### config.mk
export PLATFORM = sky130hd
export DESIGN_NAME = dmem_arbiter_flat
export DESIGN_NICKNAME = d
export VERILOG_FILES = /design/src/rtl/dmem_arbiter_if.sv /design/src/rtl/dmem_arbiter.sv /design/src/flat_wrapper.sv
export SDC_FILE = /design/constraint.sdc
export NUM_CORES = 1
export LEC_CHECK = 0
export BUFFER_PORTS_ARGS = -buffer_cell sky130_fd_sc_hd__buf_2
export CAP_MARGIN = 10
export CORE_ASPECT_RATIO = 0.8
export CORE_MARGIN = 2
export CORE_UTILIZATION = 30
export DETAILED_ROUTE_END_ITERATION = 8
export GPL_ROUTABILITY_DRIVEN = 0
export SYNTH_ARGS = -nofsm -noshare
export SYNTH_HDL_FRONTEND = slang
export SYNTH_SLANG_ARGS = --single-unit
### constraint.sdc
create_clock -name clk -period 4 [get_ports clk]
set_input_delay 0.2 -clock clk [delete_from_list [all_inputs] [get_ports clk]]
set_output_delay 0.2 -clock clk [all_outputs]
set_load 0.005 [all_outputs]
### src/rtl/dmem_arbiter_if.sv
// Two-port data-memory arbiter bus: requester ports A and B plus the shared memory side.
// slave = arbiter view, master = requester/memory view.
interface dmem_arbiter_if;
    logic        a_req;
    logic        a_we;
    logic [4:0]  a_addr;
    logic [31:0] a_wdata;
    logic        a_gnt;
    logic        a_done;
    logic [31:0] a_rdata;

    logic        b_req;
    logic        b_we;
    logic [4:0]  b_addr;
    logic [31:0] b_wdata;
    logic        b_gnt;
    logic        b_done;
    logic [31:0] b_rdata;

    logic        mem_read_flag;
    logic        mem_write_flag;
    logic [4:0]  mem_addr;
    logic [31:0] mem_val;
    logic [31:0] mem_read_out;
    logic        busy;

    modport slave (
        input  a_req, a_we, a_addr, a_wdata,
        input  b_req, b_we, b_addr, b_wdata,
        input  mem_read_out,
        output a_gnt, a_done, a_rdata,
        output b_gnt, b_done, b_rdata,
        output mem_read_flag, mem_write_flag, mem_addr, mem_val,
        output busy
    );

    modport master (
        output a_req, a_we, a_addr, a_wdata,
        output b_req, b_we, b_addr, b_wdata,
        output mem_read_out,
        input  a_gnt, a_done, a_rdata,
        input  b_gnt, b_done, b_rdata,
        input  mem_read_flag, mem_write_flag, mem_addr, mem_val,
        input  busy
    );
endinterface

### src/rtl/dmem_arbiter.sv
// Arbitrates core (A) and debug/DMA (B) accesses onto one single-ported data memory,
// one access per three cycles: IDLE picks and latches, ISSUE strobes memory, RESP completes.
//
// state | meaning
// IDLE  | no access in flight; arbitrate pending requests
// ISSUE | drive latched command to memory, pulse winner's gnt
// RESP  | pulse winner's done, capture read data at the end of the cycle
module dmem_arbiter #(
    parameter int FIXED_PRIO = 0
) (
    input logic          clk,
    input logic          rst,
    dmem_arbiter_if.slave bus
);
    typedef enum logic [1:0] {
        IDLE  = 2'd0,
        ISSUE = 2'd1,
        RESP  = 2'd2
    } state_t;

    state_t      state;
    state_t      state_nxt;
    logic        any_req;
    logic        sel_b;
    logic        cmd_b;
    logic        cmd_we;
    logic [4:0]  cmd_addr;
    logic [31:0] cmd_wdata;
    logic        last_b;
    logic [31:0] rdata_a;
    logic [31:0] rdata_b;

    assign any_req = bus.a_req | bus.b_req;

    // B wins only if A is absent, or under round-robin when A had the last grant.
    always_comb begin
        if (FIXED_PRIO != 0) begin
            sel_b = !bus.a_req;
        end else begin
            sel_b = bus.b_req && (!bus.a_req || !last_b);
        end
    end

    always_ff @(posedge clk or posedge rst) begin
        if (rst) begin
            state <= IDLE;
        end else begin
            state <= state_nxt;
        end
    end

    always_comb begin
        state_nxt = state;
        unique case (state)
            IDLE:    state_nxt = any_req ? ISSUE : IDLE;
            ISSUE:   state_nxt = RESP;
            RESP:    state_nxt = IDLE;
            default: state_nxt = IDLE;
        endcase
    end

    always_comb begin
        bus.a_gnt          = 1'b0;
        bus.b_gnt          = 1'b0;
        bus.a_done         = 1'b0;
        bus.b_done         = 1'b0;
        bus.mem_read_flag  = 1'b0;
        bus.mem_write_flag = 1'b0;
        unique case (state)
            ISSUE: begin
                bus.a_gnt          = !cmd_b;
                bus.b_gnt          = cmd_b;
                bus.mem_write_flag = cmd_we;
                bus.mem_read_flag  = !cmd_we;
            end
            RESP: begin
                bus.a_done = !cmd_b;
                bus.b_done = cmd_b;
            end
            default: ;
        endcase
    end

    // Reset with last_b set so A wins the first contention.
    always_ff @(posedge clk or posedge rst) begin
        if (rst) begin
            cmd_b     <= 1'b0;
            cmd_we    <= 1'b0;
            cmd_addr  <= '0;
            cmd_wdata <= '0;
            last_b    <= 1'b1;
        end else if (state == IDLE && any_req) begin
            cmd_b     <= sel_b;
            cmd_we    <= sel_b ? bus.b_we    : bus.a_we;
            cmd_addr  <= sel_b ? bus.b_addr  : bus.a_addr;
            cmd_wdata <= sel_b ? bus.b_wdata : bus.a_wdata;
            last_b    <= sel_b;
        end
    end

    always_ff @(posedge clk or posedge rst) begin
        if (rst) begin
            rdata_a <= '0;
            rdata_b <= '0;
        end else if (state == RESP && !cmd_we) begin
            if (cmd_b) begin
                rdata_b <= bus.mem_read_out;
            end else begin
                rdata_a <= bus.mem_read_out;
            end
        end
    end

    // The latched command only changes on entry to ISSUE, so it holds between accesses.
    assign bus.mem_addr = cmd_addr;
    assign bus.mem_val  = cmd_wdata;
    assign bus.a_rdata  = rdata_a;
    assign bus.b_rdata  = rdata_b;
    assign bus.busy     = (state != IDLE);
endmodule

### src/flat_wrapper.sv
// flat-port wrapper written by rule: the top's interface ports become plain ports
module dmem_arbiter_flat 
#(
    parameter int FIXED_PRIO = 0
)
  (clk, rst, bus_a_req, bus_a_we, bus_a_addr, bus_a_wdata, bus_b_req, bus_b_we, bus_b_addr, bus_b_wdata, bus_mem_read_out, bus_a_gnt, bus_a_done, bus_a_rdata, bus_b_gnt, bus_b_done, bus_b_rdata, bus_mem_read_flag, bus_mem_write_flag, bus_mem_addr, bus_mem_val, bus_busy);
  dmem_arbiter_if bus_i ();
  input logic clk;
  input logic rst;
  input wire logic [$bits(bus_i.a_req)-1:0] bus_a_req;
  input wire logic [$bits(bus_i.a_we)-1:0] bus_a_we;
  input wire logic [$bits(bus_i.a_addr)-1:0] bus_a_addr;
  input wire logic [$bits(bus_i.a_wdata)-1:0] bus_a_wdata;
  input wire logic [$bits(bus_i.b_req)-1:0] bus_b_req;
  input wire logic [$bits(bus_i.b_we)-1:0] bus_b_we;
  input wire logic [$bits(bus_i.b_addr)-1:0] bus_b_addr;
  input wire logic [$bits(bus_i.b_wdata)-1:0] bus_b_wdata;
  input wire logic [$bits(bus_i.mem_read_out)-1:0] bus_mem_read_out;
  output wire logic [$bits(bus_i.a_gnt)-1:0] bus_a_gnt;
  output wire logic [$bits(bus_i.a_done)-1:0] bus_a_done;
  output wire logic [$bits(bus_i.a_rdata)-1:0] bus_a_rdata;
  output wire logic [$bits(bus_i.b_gnt)-1:0] bus_b_gnt;
  output wire logic [$bits(bus_i.b_done)-1:0] bus_b_done;
  output wire logic [$bits(bus_i.b_rdata)-1:0] bus_b_rdata;
  output wire logic [$bits(bus_i.mem_read_flag)-1:0] bus_mem_read_flag;
  output wire logic [$bits(bus_i.mem_write_flag)-1:0] bus_mem_write_flag;
  output wire logic [$bits(bus_i.mem_addr)-1:0] bus_mem_addr;
  output wire logic [$bits(bus_i.mem_val)-1:0] bus_mem_val;
  output wire logic [$bits(bus_i.busy)-1:0] bus_busy;
  assign bus_i.a_req = bus_a_req;
  assign bus_i.a_we = bus_a_we;
  assign bus_i.a_addr = bus_a_addr;
  assign bus_i.a_wdata = bus_a_wdata;
  assign bus_i.b_req = bus_b_req;
  assign bus_i.b_we = bus_b_we;
  assign bus_i.b_addr = bus_b_addr;
  assign bus_i.b_wdata = bus_b_wdata;
  assign bus_i.mem_read_out = bus_mem_read_out;
  assign bus_a_gnt = bus_i.a_gnt;
  assign bus_a_done = bus_i.a_done;
  assign bus_a_rdata = bus_i.a_rdata;
  assign bus_b_gnt = bus_i.b_gnt;
  assign bus_b_done = bus_i.b_done;
  assign bus_b_rdata = bus_i.b_rdata;
  assign bus_mem_read_flag = bus_i.mem_read_flag;
  assign bus_mem_write_flag = bus_i.mem_write_flag;
  assign bus_mem_addr = bus_i.mem_addr;
  assign bus_mem_val = bus_i.mem_val;
  assign bus_busy = bus_i.busy;
  dmem_arbiter #(.FIXED_PRIO(FIXED_PRIO)) u_core (.clk(clk), .rst(rst), .bus(bus_i));
endmodule
== Yosys cells after proc, flatten, opt, wreduce, memory -nomap -nowiden ==
Index checks and enable logic that the tools add are counted.
Cells by class
  eq/ne operators: 2
  multiplexer cells: 11
  bitwise operators: 2
  reductions and logical operators: 12
Operators by type and width (number)
  32-bit 2-to-1 mux: 1
  1-bit 2-to-1 mux: 8
  5-bit 2-to-1 mux: 1
  1-bit zero test: 4
  2-bit case mux with 2 select lines: 1
  2-bit AND reduction: 2
  1-bit logical AND: 3
  2-bit by 1-bit equality test with 1-bit output (second input constant): 1
  2-bit equality test (second input constant): 1
  2-bit zero test: 1
  2-bit nonzero test: 1
  1-bit logical OR: 1
  1-bit NOT: 1
  1-bit bitwise OR: 1
Storage, ports and cells
  bits in registers: 106
  output and inout bits: 108
  word-level logic and storage cells: 35

== Longest topological paths before layout ==
Gate-level depths: netlist (run 1).
  word-level depth: 4
  gate-level depth with buffers: 5
  depth with buffers taken out: 3

== Worst setup path after synthesis (run 1) ==
No wires, ideal clock.
  path kind: register to register
  from: reg u_core.last_b
  to: reg u_core.cmd_wdata[23] (netlist: u_core.bus.mem_val[23])
  library setup time: 125 ps
  arrival time: 1492 ps
  required time: 3875 ps
  slack: 2383 ps
  cell stages (with the launch flop): 6
  path buffers: 2
  cell sequence: dfstp_2 > a21bo_2 > buf_6 > buf_6 > mux2_4 > mux2_4
On the way
  word-level cells in the longest chain between the ends: 4
RTL lines
  from (decl): line dmem_arbiter.sv:29  | logic last_b;
  from (signal assigned): line dmem_arbiter.sv:97  | last_b <= sel_b;
  1-bit zero test: line dmem_arbiter.sv:40  | sel_b = bus.b_req && (!bus.a_req || !last_b);
  1-bit logical OR: line dmem_arbiter.sv:40
  1-bit logical AND: line dmem_arbiter.sv:40
  32-bit 2-to-1 mux: line dmem_arbiter.sv:96  | cmd_wdata <= sel_b ? bus.b_wdata : bus.a_wdata;
  to (signal assigned): line dmem_arbiter.sv:96
  to (decl): line dmem_arbiter.sv:28  | logic [31:0] cmd_wdata;
No other way between the ends.
A chain may end at the register's enable or synchronous reset.

== Worst setup path after layout (run 1) ==
  from: reg u_core.last_b
  to: reg u_core.cmd_wdata[6] (netlist: u_core.bus.mem_val[6])
The elaborated chain is that of the path after synthesis.

==> impl_metrics.ini, run 1 <==
[cts]
postCtsResizedCells = 0
clock_path_buffers = 2
htreeDepth = 3
clockRootBuffer = clkbuf_16
path_clk_slew_ps = 70
cts_setup_buffers = 0
clock_latency_ps = 340
clock-sinks = 106
cts_hold_buf = 0
numCtsBuffers = 9
cts_tree = yes

[run]
drv_cap = 0

[worst_setup_path]
r2r_setup_slack_ps = 1790
worstRegToRegCells = 3
startpoint = u_core.last_b
path_class = register to register
cp_data_required_time_ps = 4230
cp_data_arrival_time_ps = 2430
critPathCapture = u_core.bus.mem_val[6]
endpoint_kind = register
startpoint_type = register
rr_endpoint = u_core.bus.mem_val[6]
worstReg2RegStart = u_core.last_b
cp_max_fo = 39

[synthesis]
synth_nets = 392
yosys_warnings = 0
netlist_area_mm2 = 0.004492
synth_cell_type_count = 17
ys_ff_latch = 106
synthCells = 280
yosysSeqAreaShare = 0.5908
syn_area_per_cell_um2 = 16.04

[floorplanning]
fp.coreArea_mm2 = 0.01444
fp.dieArea_mm2 = 0.01597
start_util = 0.3110
die_h_um = 113.4
io_pins = 220
std_cell_rows = 39
die_x_um = 140.8

[detailed_routing]
drc_errors = 0
wire_per_inst_um = 14.89
viasPerCell = 4.439
drt_iter0_drc = 86
final_antenna_net_count = 0
vias = 3054
routed_wirelength_um = 10240
firstDrtPassIters = 3

[cells_and_area]
final_area_mm2 = 0.006061
finalNetCount = 611
antenna-diode-count = 0
final_cell_mix = buf_2 (219), mux2_2 (118), dfrtp_1 (105)
layout-drive-gt1-share = 0.7520
layout_commonest_cell = buf_2
syn_to_final_growth_pct = 34.93

[sta]
hold_viol = 0
rsz0062_at_grt = false
slew_violations = 0
fin_crit_ps = 2205
max_freq_mhz = 453.4
relSlewSlack = 0.2950
worst_slew_pin_slew_ps = 1057
fin_skew_ps = 7.672
finalSetupViolations = 0
fin_crit_sh = 0.5513
setup_tns_ps = 0

[pwr]
p_sw_frac = 0.3095
p_clk_frac = 0.190
combPwrFrac = 0.390
power_density_mw_per_mm2 = 743.1
p_total_mw = 4.504
internal_power_mw = 3.110
leakagePower_nw = 3.005
max-vdd-ir-drop_mv = 0.2676
power.switching_mw = 1.394
pwr-share-seq = 0.420

[grt]
grtUsageMet1 = 0.1572
first_global_vias = 3296
grt_pass1_wl_um = 16550
grt.overflow.total = 0
track_usage = 0.1300
grt_max_degree = 78
grt.busiest_layer = met2
grtUsageMet2 = 0.2267
antenna_found_initial = 0
grt.met3_usage = 0.03778

[placed_design]
hpwl_um = 7508
place_area_mm2 = 0.005774
io_buffers = 219

[hold_path]
hp-class = primary input to asynchronous set/reset pin

[run_status]
status = completed
==> registers in the layout (all words and copies together), names as in the netlist <==
signal / count
u_core.bus.a_rdata: 32
u_core.bus.b_rdata: 32
u_core.bus.mem_val: 32
u_core.bus.mem_addr: 5
u_core.state: 2
u_core.cmd_b: 1
u_core.cmd_we: 1
u_core.last_b: 1
==> cells in the mapped netlist, drive strengths merged <==
library cell	instances	area share
a31oi	1	0.0014
and2	1	0.0014
buf	14	0.018
nor2	6	0.0050
nor3	2	0.0045
a21bo	1	0.0022
o22ai	1	0.0014
inv	4	0.0033
dfrtp	105	0.58
mux2	140	0.37
a21oi	1	0.0011
dfstp	1	0.0059
o21a	1	0.0017
nand2b	2	0.0028
==> worst min-delay path by stage <==
stage	from	to	slack (ps)	cells after the start
finish	rst	u_core.bus.mem_val[31]	30	2
floorplan	bus_a_req	u_core.last_b	260	1
CTS	bus_a_req	u_core.last_b	20	2
detailed placement	bus_a_req	u_core.last_b	390	2
global placement	bus_a_req	u_core.last_b	380	2
global route	bus_a_req	u_core.last_b	30	2
==> worst max-delay path: stages, from the launching register on <==
cell     delay [ps]
dfstp_2         550
a21bo_2         840
mux2_2          420
mux2_2          270
==> kinds of logic after synthesis <==
kind of cell / count (synthesis) / synth area share
flops: 106 / 0.5908
simple gates: 11 / 0.01365
buf+inv: 18 / 0.02173
mux: 140 / 0.3660
compound gates: 5 / 0.007801
==> stage by stage <==
step                utilization  instances  setup slack (ps)  hold slack (ps)
finish                   0.4196        688              1795            33.43
global route             0.4196        688              1659            30.42
CTS                      0.4196        688              1748            20.54
floorplan                     -        280              1013            262.9
detailed placement       0.3998        672              1757            388.7
global placement         0.3998        672              1803            383.8
==> cell type report <==
cell class	count	area (µm²)
clock buffer	10	229.0
clock inverter	6	57.56
fill	1404	8383
inverter	4	17.52
multi-input combinational	156	1754
sequential	106	2654
tap	184	230.2
timing repair buffer	222	1119
==> layer usage <==
layer / vias to the layer above / routed length (µm) / part of all wire
met4: 0 / 184 / 0.018
met2: 115 / 5057 / 0.49
met5: - / 0 / 0
met3: 13 / 668 / 0.065
met1: 1492 / 4331 / 0.42
li1: 1434 / - / -
==> power groups by stage <==
stage	Combinational (mW)	Sequential, mW	Clock, mW
after floorplan	0.957	1.94	0
after global placement	1.76	1.90	0
after detailed placement	1.81	1.92	0
after CTS	1.81	1.90	0.897
after global routing	1.92	1.98	0.936
final	1.76	1.89	0.855
(Power assumes the default switching activity.)
==> run 2, diff against run 1 <==
--- a/config.mk
+++ b/config.mk
@@ -5,6 +5,7 @@
 export SDC_FILE = /design/constraint.sdc
 export NUM_CORES = 1
 export LEC_CHECK = 0
+export ABC_AREA = 1
 export BUFFER_PORTS_ARGS = -buffer_cell sky130_fd_sc_hd__buf_2
 export CAP_MARGIN = 10
 export CORE_ASPECT_RATIO = 0.8
==> constraint.sdc (replaced) <==
create_clock -name clk -period 1.9 [get_ports clk]
set_input_delay 0.095 -clock clk [delete_from_list [all_inputs] [get_ports clk]]
set_output_delay 0.095 -clock clk [all_outputs]
set_load 0.005 [all_outputs]
==> impl_metrics.ini, run 2 <==
[pwr]
p_clk_frac = 0.186
pwr-share-seq = 0.394
p_sw_frac = 0.4026
power.switching_mw = 4.115
leakagePower_nw = 3.971
combPwrFrac = 0.420
power_density_mw_per_mm2 = 1512
max-vdd-ir-drop_mv = 0.6942
internal_power_mw = 6.106

[worst_setup_path]
worstRegToRegCells = 6
slowest_stage = buf_4
rr_endpoint = u_core.bus.a_rdata[13]
cp_data_required_time_ps = 1800
cp_data_arrival_time_ps = 1560
cp_max_fo = 53
path_cells = inv_2 -> buf_4 -> nor2_1 -> buf_2
startpoint = u_core.cmd_we
r2r_setup_slack_ps = 420
endpoint_kind = output port
path_class = register to output port
worstReg2RegStart = u_core.state[0]
cp_slowest_stage_delay_ps = 450
startpoint_type = register
critPathCapture = bus_mem_write_flag

[floorplanning]
die_h_um = 118.8
fp.dieArea_mm2 = 0.01752
die_x_um = 147.5
fp.coreArea_mm2 = 0.01595
start_util = 0.3098
std_cell_rows = 41
io_pins = 220

[sta]
setup_tns_ps = 0
worst_slew_pin_slew_ps = 645.9
fin_crit_sh = 0.8731
relSlewSlack = 0.5694
finalSetupViolations = 0
rsz0062_at_grt = false
fin_skew_ps = 6.111
slew_violations = 0
fin_crit_ps = 1659
hold_viol = 0
hold_slack_ps = 16.97
max_freq_mhz = 602.8

[cells_and_area]
stdcell_count = 1074
antenna-diode-count = 0
layout_commonest_cell = nand2_1
syn_to_final_growth_pct = 36.73
finalNetCount = 966
multi_input_area_mm2 = 0.001782
final_area_mm2 = 0.006758
final_cell_mix = nand2_1 (247), buf_2 (219), dfrtp_1 (105)
seqCellArea_mm2 = 0.002654
fillCellCount = 1677
layout-drive-gt1-share = 0.2969

[detailed_routing]
routed_wirelength_um = 14790
drt_iter0_drc = 265
viasPerCell = 4.531
drc_errors = 0
final_antenna_net_count = 0
wire_per_inst_um = 13.77
firstDrtPassIters = 4
vias = 4866

[hold_path]
hp-class = primary input to register

[synthesis]
synth_top_area_cell = dfrtp_1
synth_edf_count = 0
yosys_warnings = 0
netlist_area_mm2 = 0.004942
synthFlopType = dfrtp_1
synth_common_cells = nand2_1 (247), dfrtp_1 (105), inv_1 (82), nand3_1 (78), nand4_1 (65)
synth_nets = 750
syn_area_per_cell_um2 = 7.746
synth_top_area_share = 0.5316
yosysSeqAreaShare = 0.5370
synth_most_common_cell = nand2_1
ys_ff_latch = 106
synthArstFlopShare = 1.000
synth_cell_type_count = 13
synthCells = 638
synthTopCellsByArea = dfrtp_1 (53%), nand2_1 (19%), nand4_1 (8.2%), nand3_1 (7.9%), inv_1 (6.2%)

[grt]
track_usage = 0.1703
grt_max_degree = 107
grt_pass1_wl_um = 23940
grt.overflow.total = 0
antenna_found_initial = 0
first_global_vias = 4574

[cts]
clock-sinks = 106
clock_latency_ps = 350
cts_hold_buf = 20
cts_tree = yes
clockRootBuffer = clkbuf_16
cts_setup_buffers = 0
numCtsBuffers = 9
postCtsResizedCells = 0
clock_path_buffers = 2
htreeDepth = 3
path_clk_slew_ps = 70

[placed_design]
placed_cells = 1038
io_buffers = 219
place_area_mm2 = 0.006255
hpwl_um = 10040

[run]
drv_cap = 0

[run_status]
status = completed
## run 2: cell families (layout without fill, tap and decap cells)
family	Yosys count	count (layout)	share of synthesized area
AOI/OAI and AO/OA	1	1	0.001012
DFF	106	106	0.5370
buffers and inverters	131	352	0.1051
and+or+nand+nor	400	400	0.3570
## run 2: worst min path at each step
| stage | cells after the start | from | to |
|---|---|---|---|
| 6_report | 3 | bus_mem_read_out[2] | u_core.bus.a_rdata[2] |
| 5_1_grt | 3 | bus_mem_read_out[22] | u_core.bus.a_rdata[22] |
| 4_1_cts | 3 | bus_mem_read_out[2] | u_core.bus.a_rdata[2] |
| 3_5_place_dp | 3 | rst | u_core.bus.mem_val[18] |
| 3_3_place_gp | 3 | rst | u_core.bus.mem_val[18] |
| 2_1_floorplan | 2 | bus_mem_read_out[28] | u_core.bus.b_rdata[28] |
## run 2: per-stage QoR
step,power (mW),utilization,worst slack (ps)
after CTS,10.40,0.4236,211.7
after global placement,8.346,0.3920,446.1
final,10.22,0.4236,241.2
after detailed placement,8.392,0.3920,419.7
after global routing,11.15,0.4236,135.0
after floorplan,6.326,-,532.3
## run 2: area by class of cell
cell class,instances,area share
Sequential cell,106,0.3927
Multi-Input combinational cell,401,0.2637
Timing Repair Buffer,252,0.2118
Inverter,84,0.04721
Tap cell,215,0.03981
Clock buffer,9,0.03333
Clock inverter,7,0.01148
## run 2: routing by layer
| metal | part of all wire | vias to the layer above | wire length, µm | global-route usage |
|---|---|---|---|---|
| met5 | 0 | - | 0 | 0 |
| met4 | 0.014 | 0 | 210 | 0.04507 |
| met3 | 0.062 | 13 | 912 | 0.04170 |
| met2 | 0.46 | 149 | 6749 | 0.2637 |
| met1 | 0.47 | 2258 | 6915 | 0.2382 |
| li1 | - | 2446 | - | - |
## run 2: worst max-delay path: cells and delay by family (launching register included)
family | cells | cell delay, ps
buffers and inverters | 3 | 690
DFF | 1 | 410
and+or+nand+nor | 1 | 100
## run 2: power groups by stage
stage	Combinational (mW)	Clock, mW	Sequential, mW
after floorplan	2.24	0	4.08
after CTS	4.39	1.98	4.03
final	4.29	1.90	4.03
after detailed placement	4.35	0	4.05
after global placement	4.28	0	4.07
after global routing	4.90	2.06	4.19
==> run 3, diff against run 2 <==
--- a/config.mk
+++ b/config.mk
@@ -11,6 +11,7 @@
 export CORE_ASPECT_RATIO = 0.8
 export CORE_MARGIN = 2
 export CORE_UTILIZATION = 30
+export CTS_BUF_LIST = sky130_fd_sc_hd__clkbuf_8
 export DETAILED_ROUTE_END_ITERATION = 8
 export GPL_ROUTABILITY_DRIVEN = 0
 export SYNTH_ARGS = -nofsm -noshare
==> impl_metrics.ini, run 3 (synthesis results as in run 2) <==
[sta]
fin_crit_sh = 0.8953
hold_viol = 0
fin_crit_ps = 1701
setup_tns_ps = 0
rsz0062_at_grt = false
slew_violations = 0
relSlewSlack = 0.5720
finalSetupViolations = 0
fin_skew_ps = 8.446
worst_slew_pin_slew_ps = 641.0
max_freq_mhz = 587.8
hold_slack_ps = 27.70

[cells_and_area]
antenna-diode-count = 0
final_cell_mix = nand2_1 (247), buf_2 (219), dfrtp_1 (105)
syn_to_final_growth_pct = 41.37
utilization = 0.4379
finalNetCount = 999
layout_commonest_cell = nand2_1
final_area_mm2 = 0.006987
layout-drive-gt1-share = 0.2859

[grt]
track_usage = 0.1772
first_global_vias = 4853
antenna_found_initial = 0
grt_max_degree = 107
grt_pass1_wl_um = 24980
grt.overflow.total = 0

[pwr]
p_total_mw = 9.809
max-vdd-ir-drop_mv = 0.5989
leakagePower_nw = 4.062
power_density_mw_per_mm2 = 1404

[cts]
cts_tree = yes
clock-sinks = 106
clockRootBuffer = clkbuf_8
numCtsBuffers = 9
clock_path_buffers = 2
htreeDepth = 3
path_clk_slew_ps = 100
clock_latency_ps = 380
cts_setup_buffers = 0

[detailed_routing]
final_antenna_net_count = 0
viasPerCell = 4.535
routed_wirelength_um = 15240
wire_per_inst_um = 13.77
drt_iter0_drc = 296
firstDrtPassIters = 4
vias = 5020
drc_errors = 0

[worst_setup_path]
cp_data_arrival_time_ps = 1610
cp_max_fo = 53
r2r_setup_slack_ps = 410
startpoint_type = register
cp_data_required_time_ps = 1800
slowest_stage = buf_4
cp_slowest_stage_delay_ps = 450
endpoint_kind = output port
path_class = register to output port
path_cells = inv_2 -> buf_4 -> nor2_1 -> buf_2

[floorplanning]
die_h_um = 118.8
std_cell_rows = 41
io_pins = 220
start_util = 0.3098
fp.coreArea_mm2 = 0.01595
fp.dieArea_mm2 = 0.01752
die_x_um = 147.5

[placed_design]
io_buffers = 219
hpwl_um = 10040
place_area_mm2 = 0.006255

[run]
drv_cap = 0

[run_status]
status = completed

[hold_path]
hp-class = primary input to register
run 3: changes by cell type in the layout (fill, tap and decap cells not counted), sizes merged:
cell,previous run,this run
dlygate4sd3,20,53
run 3: worst paths after layout:
path | endpoint | startpoint | depth (start not counted)
max | bus_mem_write_flag | u_core.cmd_we | 4
min | u_core.bus.mem_val[20] | bus_a_wdata[20] | 5
max reg2reg | u_core.bus.a_rdata[10] | u_core.state[0] | 6
min reg2reg | u_core.state[1] | u_core.state[1] | 1
max in group asynchronous | u_core.last_b | rst | 4
min in group asynchronous | u_core.bus.a_rdata[28] | rst | 4
run 3: repair_timing:
| action | in CTS | in global routing |
|---|---|---|
| resized for setup | 0 | 0 |
| endpoints found under the hold margin | 189 | 0 |
| hold buffers | 53 | 0 |
| setup endpoints to repair | 0 | 0 |
run 3: cell type report:
type / instances / area [µm²]
clock inverter: 7 / 77.57
fill: 1636 / 8967
clock buffer: 9 / 123.9
tap: 215 / 269.0
multi-input combinational: 401 / 1782
timing repair buffer: 285 / 1762
sequential: 106 / 2654
inverter: 84 / 319.1
run 3: critical path: cells and delay by family, from the launching register on:
family	cells	cell delay, ps
DFF	1	420
and+or+nand+nor	1	100
buffers and inverters	3	700
run 3: through the flow:
stage          worst slack (ps)  std cells
4_1_cts                   159.7       1107
3_3_place_gp              446.1       1038
5_1_grt                   78.57       1107
3_5_place_dp              419.7       1038
6_report                  198.8       1107
2_1_floorplan             532.3        638
run 3: power breakdown:
group	switching [mW]	total (mW)	internal (mW)
Clock	0.812	1.43	0.616
Sequential	0.629	4.02	3.39
Combinational	2.64	4.36	1.72
run 3: per-layer routing:
layer,global-route usage,vias to the layer above,routed length [µm]
li1,-,2510,-
met2,0.2794,165,7047
met5,0,-,0
met4,0.05349,0,283
met3,0.03938,20,914
met1,0.2436,2325,6995
